==> src/rtl/mdu_issue_if.sv <==
// mdu_issue_if: E-stage MD-op request, pipeline stall and unit issue bundle.
// master drives the request side; slave is the issue controller.
interface mdu_issue_if;
    logic        in_valid;
    logic [3:0]  in_op;
    logic [31:0] in_a;
    logic [31:0] in_b;
    logic        flush;
    logic        mdu_busy;
    logic        stall;
    logic        mdu_start;
    logic [3:0]  mdu_op;
    logic [31:0] mdu_a;
    logic [31:0] mdu_b;
    logic [31:0] stall_cnt;

    modport master (
        output in_valid, in_op, in_a, in_b, flush, mdu_busy,
        input  stall, mdu_start, mdu_op, mdu_a, mdu_b, stall_cnt
    );

    modport slave (
        input  in_valid, in_op, in_a, in_b, flush, mdu_busy,
        output stall, mdu_start, mdu_op, mdu_a, mdu_b, stall_cnt
    );
endinterface

==> src/rtl/mdu_issue_ctrl.sv <==
// mdu_issue_ctrl: issues MD-class ops to the multiply/divide unit and stalls while it is busy.
// Define MDU_ISSUE_PERF_EN to build the saturating stall-cycle counter; otherwise stall_cnt is 0.
module mdu_issue_ctrl #(
    parameter int MULT_CYCLES = 5,
    parameter int DIV_CYCLES  = 10
) (
    input logic        clk,
    input logic        reset,
    mdu_issue_if.slave bus
);
    localparam int MAXC = (MULT_CYCLES > DIV_CYCLES) ? MULT_CYCLES : DIV_CYCLES;
    localparam int CW   = $clog2(MAXC + 1);

    typedef enum logic {IDLE, BUSY} state_t;

    state_t        state, state_d;
    logic [CW-1:0] cnt, cnt_d;
    logic          legal, accept, long_op;

    assign legal     = bus.in_op inside {[4'd1:4'd8]};
    assign long_op   = bus.in_op <= 4'd4;
    assign bus.stall = bus.in_valid & legal & ((state == BUSY) | bus.mdu_busy);
    assign accept    = bus.in_valid & legal & ~bus.flush & ~bus.stall;

    always_ff @(posedge clk) begin
        if (reset) begin
            state         <= IDLE;
            cnt           <= '0;
            bus.mdu_start <= 1'b0;
            bus.mdu_op    <= '0;
            bus.mdu_a     <= '0;
            bus.mdu_b     <= '0;
        end else begin
            state         <= state_d;
            cnt           <= cnt_d;
            bus.mdu_start <= accept;
            if (accept) begin
                bus.mdu_op <= bus.in_op;
                bus.mdu_a  <= bus.in_a;
                bus.mdu_b  <= bus.in_b;
            end
        end
    end

    // Flush is ignored once BUSY: an issued op always runs its full latency.
    always_comb begin
        state_d = state;
        cnt_d   = cnt;
        if (state == IDLE) begin
            if (accept && long_op) begin
                state_d = BUSY;
                cnt_d   = (bus.in_op <= 4'd2) ? CW'(MULT_CYCLES) : CW'(DIV_CYCLES);
            end
        end else begin
            cnt_d   = cnt - 1'b1;
            state_d = (cnt == CW'(1)) ? IDLE : BUSY;
        end
    end

`ifdef MDU_ISSUE_PERF_EN
    always_ff @(posedge clk) begin
        if (reset)
            bus.stall_cnt <= '0;
        else if (bus.stall && bus.stall_cnt != '1)
            bus.stall_cnt <= bus.stall_cnt + 1'b1;
    end
`else
    assign bus.stall_cnt = '0;
`endif
endmodule

==> src/flat_wrapper.sv <==
// flat-port wrapper written by rule: the top's interface ports become plain ports
module mdu_issue_ctrl_flat 
#(
    parameter int MULT_CYCLES = 5,
    parameter int DIV_CYCLES  = 10
)
  (clk, reset, bus_in_valid, bus_in_op, bus_in_a, bus_in_b, bus_flush, bus_mdu_busy, bus_stall, bus_mdu_start, bus_mdu_op, bus_mdu_a, bus_mdu_b, bus_stall_cnt);
  mdu_issue_if bus_i ();
  input logic clk;
  input logic reset;
  input wire logic [$bits(bus_i.in_valid)-1:0] bus_in_valid;
  input wire logic [$bits(bus_i.in_op)-1:0] bus_in_op;
  input wire logic [$bits(bus_i.in_a)-1:0] bus_in_a;
  input wire logic [$bits(bus_i.in_b)-1:0] bus_in_b;
  input wire logic [$bits(bus_i.flush)-1:0] bus_flush;
  input wire logic [$bits(bus_i.mdu_busy)-1:0] bus_mdu_busy;
  output wire logic [$bits(bus_i.stall)-1:0] bus_stall;
  output wire logic [$bits(bus_i.mdu_start)-1:0] bus_mdu_start;
  output wire logic [$bits(bus_i.mdu_op)-1:0] bus_mdu_op;
  output wire logic [$bits(bus_i.mdu_a)-1:0] bus_mdu_a;
  output wire logic [$bits(bus_i.mdu_b)-1:0] bus_mdu_b;
  output wire logic [$bits(bus_i.stall_cnt)-1:0] bus_stall_cnt;
  assign bus_i.in_valid = bus_in_valid;
  assign bus_i.in_op = bus_in_op;
  assign bus_i.in_a = bus_in_a;
  assign bus_i.in_b = bus_in_b;
  assign bus_i.flush = bus_flush;
  assign bus_i.mdu_busy = bus_mdu_busy;
  assign bus_stall = bus_i.stall;
  assign bus_mdu_start = bus_i.mdu_start;
  assign bus_mdu_op = bus_i.mdu_op;
  assign bus_mdu_a = bus_i.mdu_a;
  assign bus_mdu_b = bus_i.mdu_b;
  assign bus_stall_cnt = bus_i.stall_cnt;
  mdu_issue_ctrl #(.MULT_CYCLES(MULT_CYCLES), .DIV_CYCLES(DIV_CYCLES)) u_core (.clk(clk), .reset(reset), .bus(bus_i));
endmodule
==> config.mk <==
export PLATFORM = sky130hd
export DESIGN_NAME = mdu_issue_ctrl_flat
export DESIGN_NICKNAME = d
export VERILOG_FILES = /design/src/rtl/mdu_issue_if.sv /design/src/rtl/mdu_issue_ctrl.sv /design/src/flat_wrapper.sv
export SDC_FILE = /design/constraint.sdc
export NUM_CORES = 1
export LEC_CHECK = 0
export BUFFER_PORTS_ARGS = -buffer_cell sky130_fd_sc_hd__buf_4
export CAP_MARGIN = 40
export CORE_MARGIN = 2
export CORE_UTILIZATION = 40
export CTS_BUF_LIST = sky130_fd_sc_hd__clkbuf_8
export CTS_CLUSTER_SIZE = 12
export DETAILED_ROUTE_END_ITERATION = 10
export PLACE_DENSITY = 0.71
export SLEW_MARGIN = 20
export SYNTH_ARGS = -nofsm -noshare
export SYNTH_HDL_FRONTEND = slang
export SYNTH_SLANG_ARGS = --single-unit
export TNS_END_PERCENT = 100
==> constraint.sdc <==
create_clock -name clk -period 2.1 [get_ports clk]
set_input_delay 0.42 -clock clk [delete_from_list [all_inputs] [get_ports clk]]
set_output_delay 0.42 -clock clk [all_outputs]
set_load 0.02 [all_outputs]
Word level (Yosys, flattened, before mapping)
Index checks and enable logic that the tools add are counted.
W data, S select, Z words.
{"block": "totals", "ff_bits": 74, "inputBits": 73, "out_inout_bits": 102, "elab_cells": 28}
{"block": "classes", "n_addsub": 1, "n_lt_le_gt_ge": 4, "n_eq_ne": 1, "n_mux": 6, "n_bitwise": 7, "reduce_logical": 3}
{"op": "$mux W4", "n": 3}
{"op": "$and A1 B1 Y1", "n": 4}
{"op": "$eq A4 B1 Y1 const B", "n": 1}
{"op": "$ge A4 B1 Y1 const B", "n": 1}
{"op": "$le A4 B2 Y1 const B", "n": 1}
{"op": "$le A4 B3 Y1 const B", "n": 1}
{"op": "$le A4 B4 Y1 const B", "n": 1}
{"op": "$sub A4 B1 Y4 const B", "n": 1}
{"op": "$mux W1", "n": 3}
{"op": "$logic_and A1 B1 Y1", "n": 2}
{"op": "$not A1 Y1", "n": 2}
{"op": "$reduce_bool A2 Y1", "n": 1}
{"op": "$or A1 B1 Y1", "n": 1}

Logic depth before layout (Yosys ltp)
{"block": "depth", "word_depth": 9, "mapped_depth": 7, "ltp_nobuf": 4}

Least setup slack after synthesis
Ideal clock, no wire load.
{"block": "synth_path", "path_kind": "in2reg", "startpoint": "input port bus_in_op[0]", "endpoint": "register u_core.bus.mdu_a[28]", "arrival_ns": 1.598, "required_ns": 1.968, "path_slack_ns": 0.369, "path_stages": 7, "path_buffers": 3, "path_cell_list": "or4_4 and3_1 clkbuf_2 buf_6 buf_6 nand2_1 a21oi_1"}
{"block": "synth_between", "elab_chain_cells": 6}
{"element": "start: declaration", "line": "flat_wrapper.sv:12", "source": "input wire logic [$bits(bus_i.in_op)-1:0] bus_in_op;"}
{"element": "$ge A4 B1 Y1 / $le A4 B4 Y1 (equally long branches)", "line": "mdu_issue_ctrl.sv:20", "source": "assign legal = bus.in_op inside {[4'd1:4'd8]};"}
{"element": "$logic_and A1 B1 Y1 (*)", "line": "mdu_issue_ctrl.sv:20"}
{"element": "$and A1 B1 Y1 (*)", "line": "mdu_issue_ctrl.sv:22, mdu_issue_ctrl.sv:23"}
{"element": "$and A1 B1 Y1", "line": "mdu_issue_ctrl.sv:22", "source": "assign bus.stall = bus.in_valid & legal & ((state == BUSY) | bus.mdu_busy);"}
{"element": "$not A1 Y1", "line": "mdu_issue_ctrl.sv:23", "source": "assign accept = bus.in_valid & legal & ~bus.flush & ~bus.stall;"}
{"element": "$and A1 B1 Y1 (*)", "line": "mdu_issue_ctrl.sv:23"}
{"element": "end signal: assignment", "line": "mdu_issue_ctrl.sv:39", "source": "bus.mdu_a <= bus.in_a;"}
{"element": "end: declaration", "line": "mdu_issue_if.sv:24", "source": "output stall, mdu_start, mdu_op, mdu_a, mdu_b, stall_cnt"}
Mark *: on every way between the ends. The rest lies on a longest branch, timed or not.
A chain may end at the register's enable or synchronous reset.

Worst setup path after layout
{"block": "layout_path", "startpoint": "input port bus_in_op[0]", "endpoint": "output port bus_stall"}
{"block": "layout_between", "elab_chain_cells": 4}
{"element": "$ge A4 B1 Y1 / $le A4 B4 Y1 (equally long branches)", "line": "mdu_issue_ctrl.sv:20"}
{"element": "$logic_and A1 B1 Y1 (*)", "line": "mdu_issue_ctrl.sv:20"}
{"element": "$and A1 B1 Y1 (*) (2 in a row)", "line": "mdu_issue_ctrl.sv:22"}
{"element": "end: declaration", "line": "flat_wrapper.sv:17", "source": "output wire logic [$bits(bus_i.stall)-1:0] bus_stall;"}
Marked as above.

==> metrics.md <==
| Metric | Value |
|---|---|
| Outcome | complete, no violations |
| R2r endpoint | u_core.cnt[1] |
| Layout Nets | 577 |
| CTS tree | done |
| Core footprint | 7210 sq um |
| Critical Path AT | 1.41 ns |
| Post-layout min period | 1.83 ns |
| Ys Warns | 0 |
| Sequential share of the synthesized area | 0.502 |
| Worst-path maximum fanout | 6 |
| Placed wire-length estimate | just over 5000 um |
| Slew headroom | 0.561 |
| Clock transition at path regs | 0.08 ns |
| Yosys reg bits | 74 |
| Placed cell areas | 3950 sq um |
| Top FF cell, synth | dfxtp_1 |
| Final setup vio count | 0 |
| Drt wl/cell | 12.0 um |
| Synth Area in Simple Gates | 0.214 |
| Reg2reg setup slack | 0.46 ns |
| Initial Util | 0.409 |
| Post-Synth Adder-Cell Area | 0.00849 |
| Initial DRC count | between 70 and 80 |
| Pwr per Cell Area | approximately 730 nW/um^2 |
| Core Rows | 31 |
| Static leakage | 1.81 nW |
| Largest family of logic cells by synthesized area | simple AND/OR/NAND/NOR gates |
| Compound-gate portion of the synthesized area | 0.145 |
| Io pins | 175 |
| Total power | 3.05 mW |
| Hold_buf cts | 0 |
| Setup TNS | 0 ns |
| Final hold viol count | 0 |
| CTS Buf Count | 9 |
| Post-DR vias/cell | ~4.6 |
| Async SR Flop Fraction | 0 |
| Post-CTS resize count | 0 |
| Worst setup margin | 0.274 ns |
| Global-route wire length before repair | 11900 um |
| Reg2reg path depth | 4 |
| Final Skew | 0.00480 ns |
| Clock sink count | 74 |
| Total wire length | 7250 um |
| CP Launch Type | primary input |
| Gr ovfl total | 0 |
| Max Slew Vio Count | 0 |
| Syn Inst Count | 368 |
| Final GP Congestion | approximately 0.76 |
| Post-synth EDFFs | 0 |
| Mux cell area share after synthesis | 0 |
| Crit path capture | bus_stall |
| Post-route DRC | 0 |
| CP endpoint kind | output pin |
| Maximum clock insertion buffer count | 2 |
| Fill count | 676 |
| Diodes inserted | 0 |
| Mean Syn Cell Area | 8.01 sq um |
| RSZ-0062 raised after global routing | no |
| CP required | 1.68 ns |
| Max-Cap Viols | 0 |
| Kind of critical path | in -> out |
| Area of the multi-input gates | between 1000 and 1500 sq um |
| Routed vias | 2795 |
| Initial antenna violation count | 0 |
| DIE WIDTH | 89.9 um |
| Final Cell Area | 4180 sq um |
| Initial DRT Pass Iterations | 4 |
| VDD IR max | 0.424 mV |
| P&R area growth vs syn | 41.8% |
| Clock latency at the later pin of the worst-skew pair | 0.34 ns |
| Layout cells sized above 1 | 0.331 |
| I/O Buffers | roughly 140 |
| Chip height | 89.9 um |
| Period utilization | 0.869 |
| Largest net degree at the start of global routing | 63 |
| Vias in the first global route | 2663 |
| H-tree depth | 3 |
| Pre-CTS WS | 0.144 ns |
| Post-DRT Antenna Nets | 0 |
| Hold_sp | bus_in_a[27] |
| F_max | about 0.55 GHz |
| Total global-route track usage | 0.178 |
| CTS root buf | clkbuf_8 |
| Overall die area | 8080 sq um |
| Worst-margin pin slew | 0.659 ns |
| RR Startpoint | u_core.state |
| Post-synth cell types | 28 |
| Setup crit start | bus_in_op[0] |
| HP Class | in -> reg |
| Synth Cell Area | between 2000 and 3000 sq um |
| Sequential Area | 1480 sq um |
| Postcts setup bufs | 0 |
| Xor-xnor portion of the synthesized cell area | 0 |
==> critical path: stages <==
cell and delay (ns):
buf_4 0.13, or4_4 0.55, o2111a_1 0.15, buf_4 0.15
==> logic make-up after synthesis <==
family,count (synthesis)
other cells,1
compound gates,79
fa+ha+maj,2
flops,74
simple gates,154
buf+inv,58
==> worst min path at each step <==
stage | slack (ns) | end | depth (start not counted)
finish | 0.33 | u_core.bus.mdu_a[27] | 3
global route | 0.31 | u_core.bus.mdu_a[17] | 3
CTS | 0.30 | u_core.bus.mdu_a[16] | 3
detailed placement | 0.45 | u_core.bus.mdu_a[11] | 2
global placement | 0.44 | u_core.bus.mdu_a[6] | 2
floorplan | 0.51 | u_core.cnt[0] | 1
==> per-layer routing <==
metal | wire length [um] | share of wire | global-route usage
met1 | 3070 | 0.42 | 0.211
met2 | 3430 | 0.47 | 0.297
met3 | 594 | 0.082 | 0.0637
met4 | 151 | 0.021 | 0.0705
met5 | 0 | 0 | 0
==> layout by cell type (no fill, tap or decap), drive strengths merged <==
master	instances
clkinv	2
and2	1
a311oi	1
dfxtp	74
o21ai	1
nor2	4
nand2	136
nor4	1
inv	3
a211oi	3
a31oi	1
ha	2
o2111a	1
and3	2
a2111oi	2
and4bb	1
o31ai	2
nor4b	1
nand3	1
nor3b	1
bufinv	2
nor3	5
buf	148
clkbuf	11
a21oi	68
conb	32
or4	1
==> final cells by class <==
type,count,area share
timing repair buffer,148,0.272
multi-input combinational,267,0.288
tap,99,0.0296
inverter,2,0.00179
clock inverter,5,0.0185
sequential,74,0.354
clock buffer,11,0.0362
==> power breakdown <==
part           switching (mW)  internal [mW]  total, mW
sequential             0.0189           1.44       1.46
clock                   0.502          0.730       1.23
combinational           0.205          0.161      0.366
==> synthesized netlist by cell type (2+ instances only) <==
master / instances / area (sq um)
ha_1: 2 / 25.0
inv_1: 2 / 7.51
nand2_1: 136 / 510
buf_6: 3 / 33.8
o31ai_1: 2 / 15.0
nor2_1: 4 / 15.0
and3_1: 2 / 12.5
nor3_1: 5 / 25.0
dfxtp_1: 74 / 1480
a211oi_1: 3 / 22.5
a21oi_1: 68 / 340
a2111oi_0: 2 / 17.5
buf_4: 34 / 255
clkbuf_1: 9 / 33.8
buf_2: 9 / 45.0
==> registers in the layout (all words and copies together) (netlist names) <==
signal,cells
u_core.state,1
u_core.cnt,4
u_core.bus.mdu_a,32
u_core.bus.mdu_op,4
u_core.bus.mdu_start,1
u_core.bus.mdu_b,32
==> metrics by stage <==
stage / hold slack (ns) / util / instances
floorplan: 0.506 / - / 399
global placement: 0.442 / 0.548 / 590
detailed placement: 0.447 / 0.548 / 590
CTS: 0.303 / 0.580 / 606
global route: 0.313 / 0.580 / 606
finish: 0.325 / 0.580 / 606
Note: power is estimated with default switching activity, not from simulation.
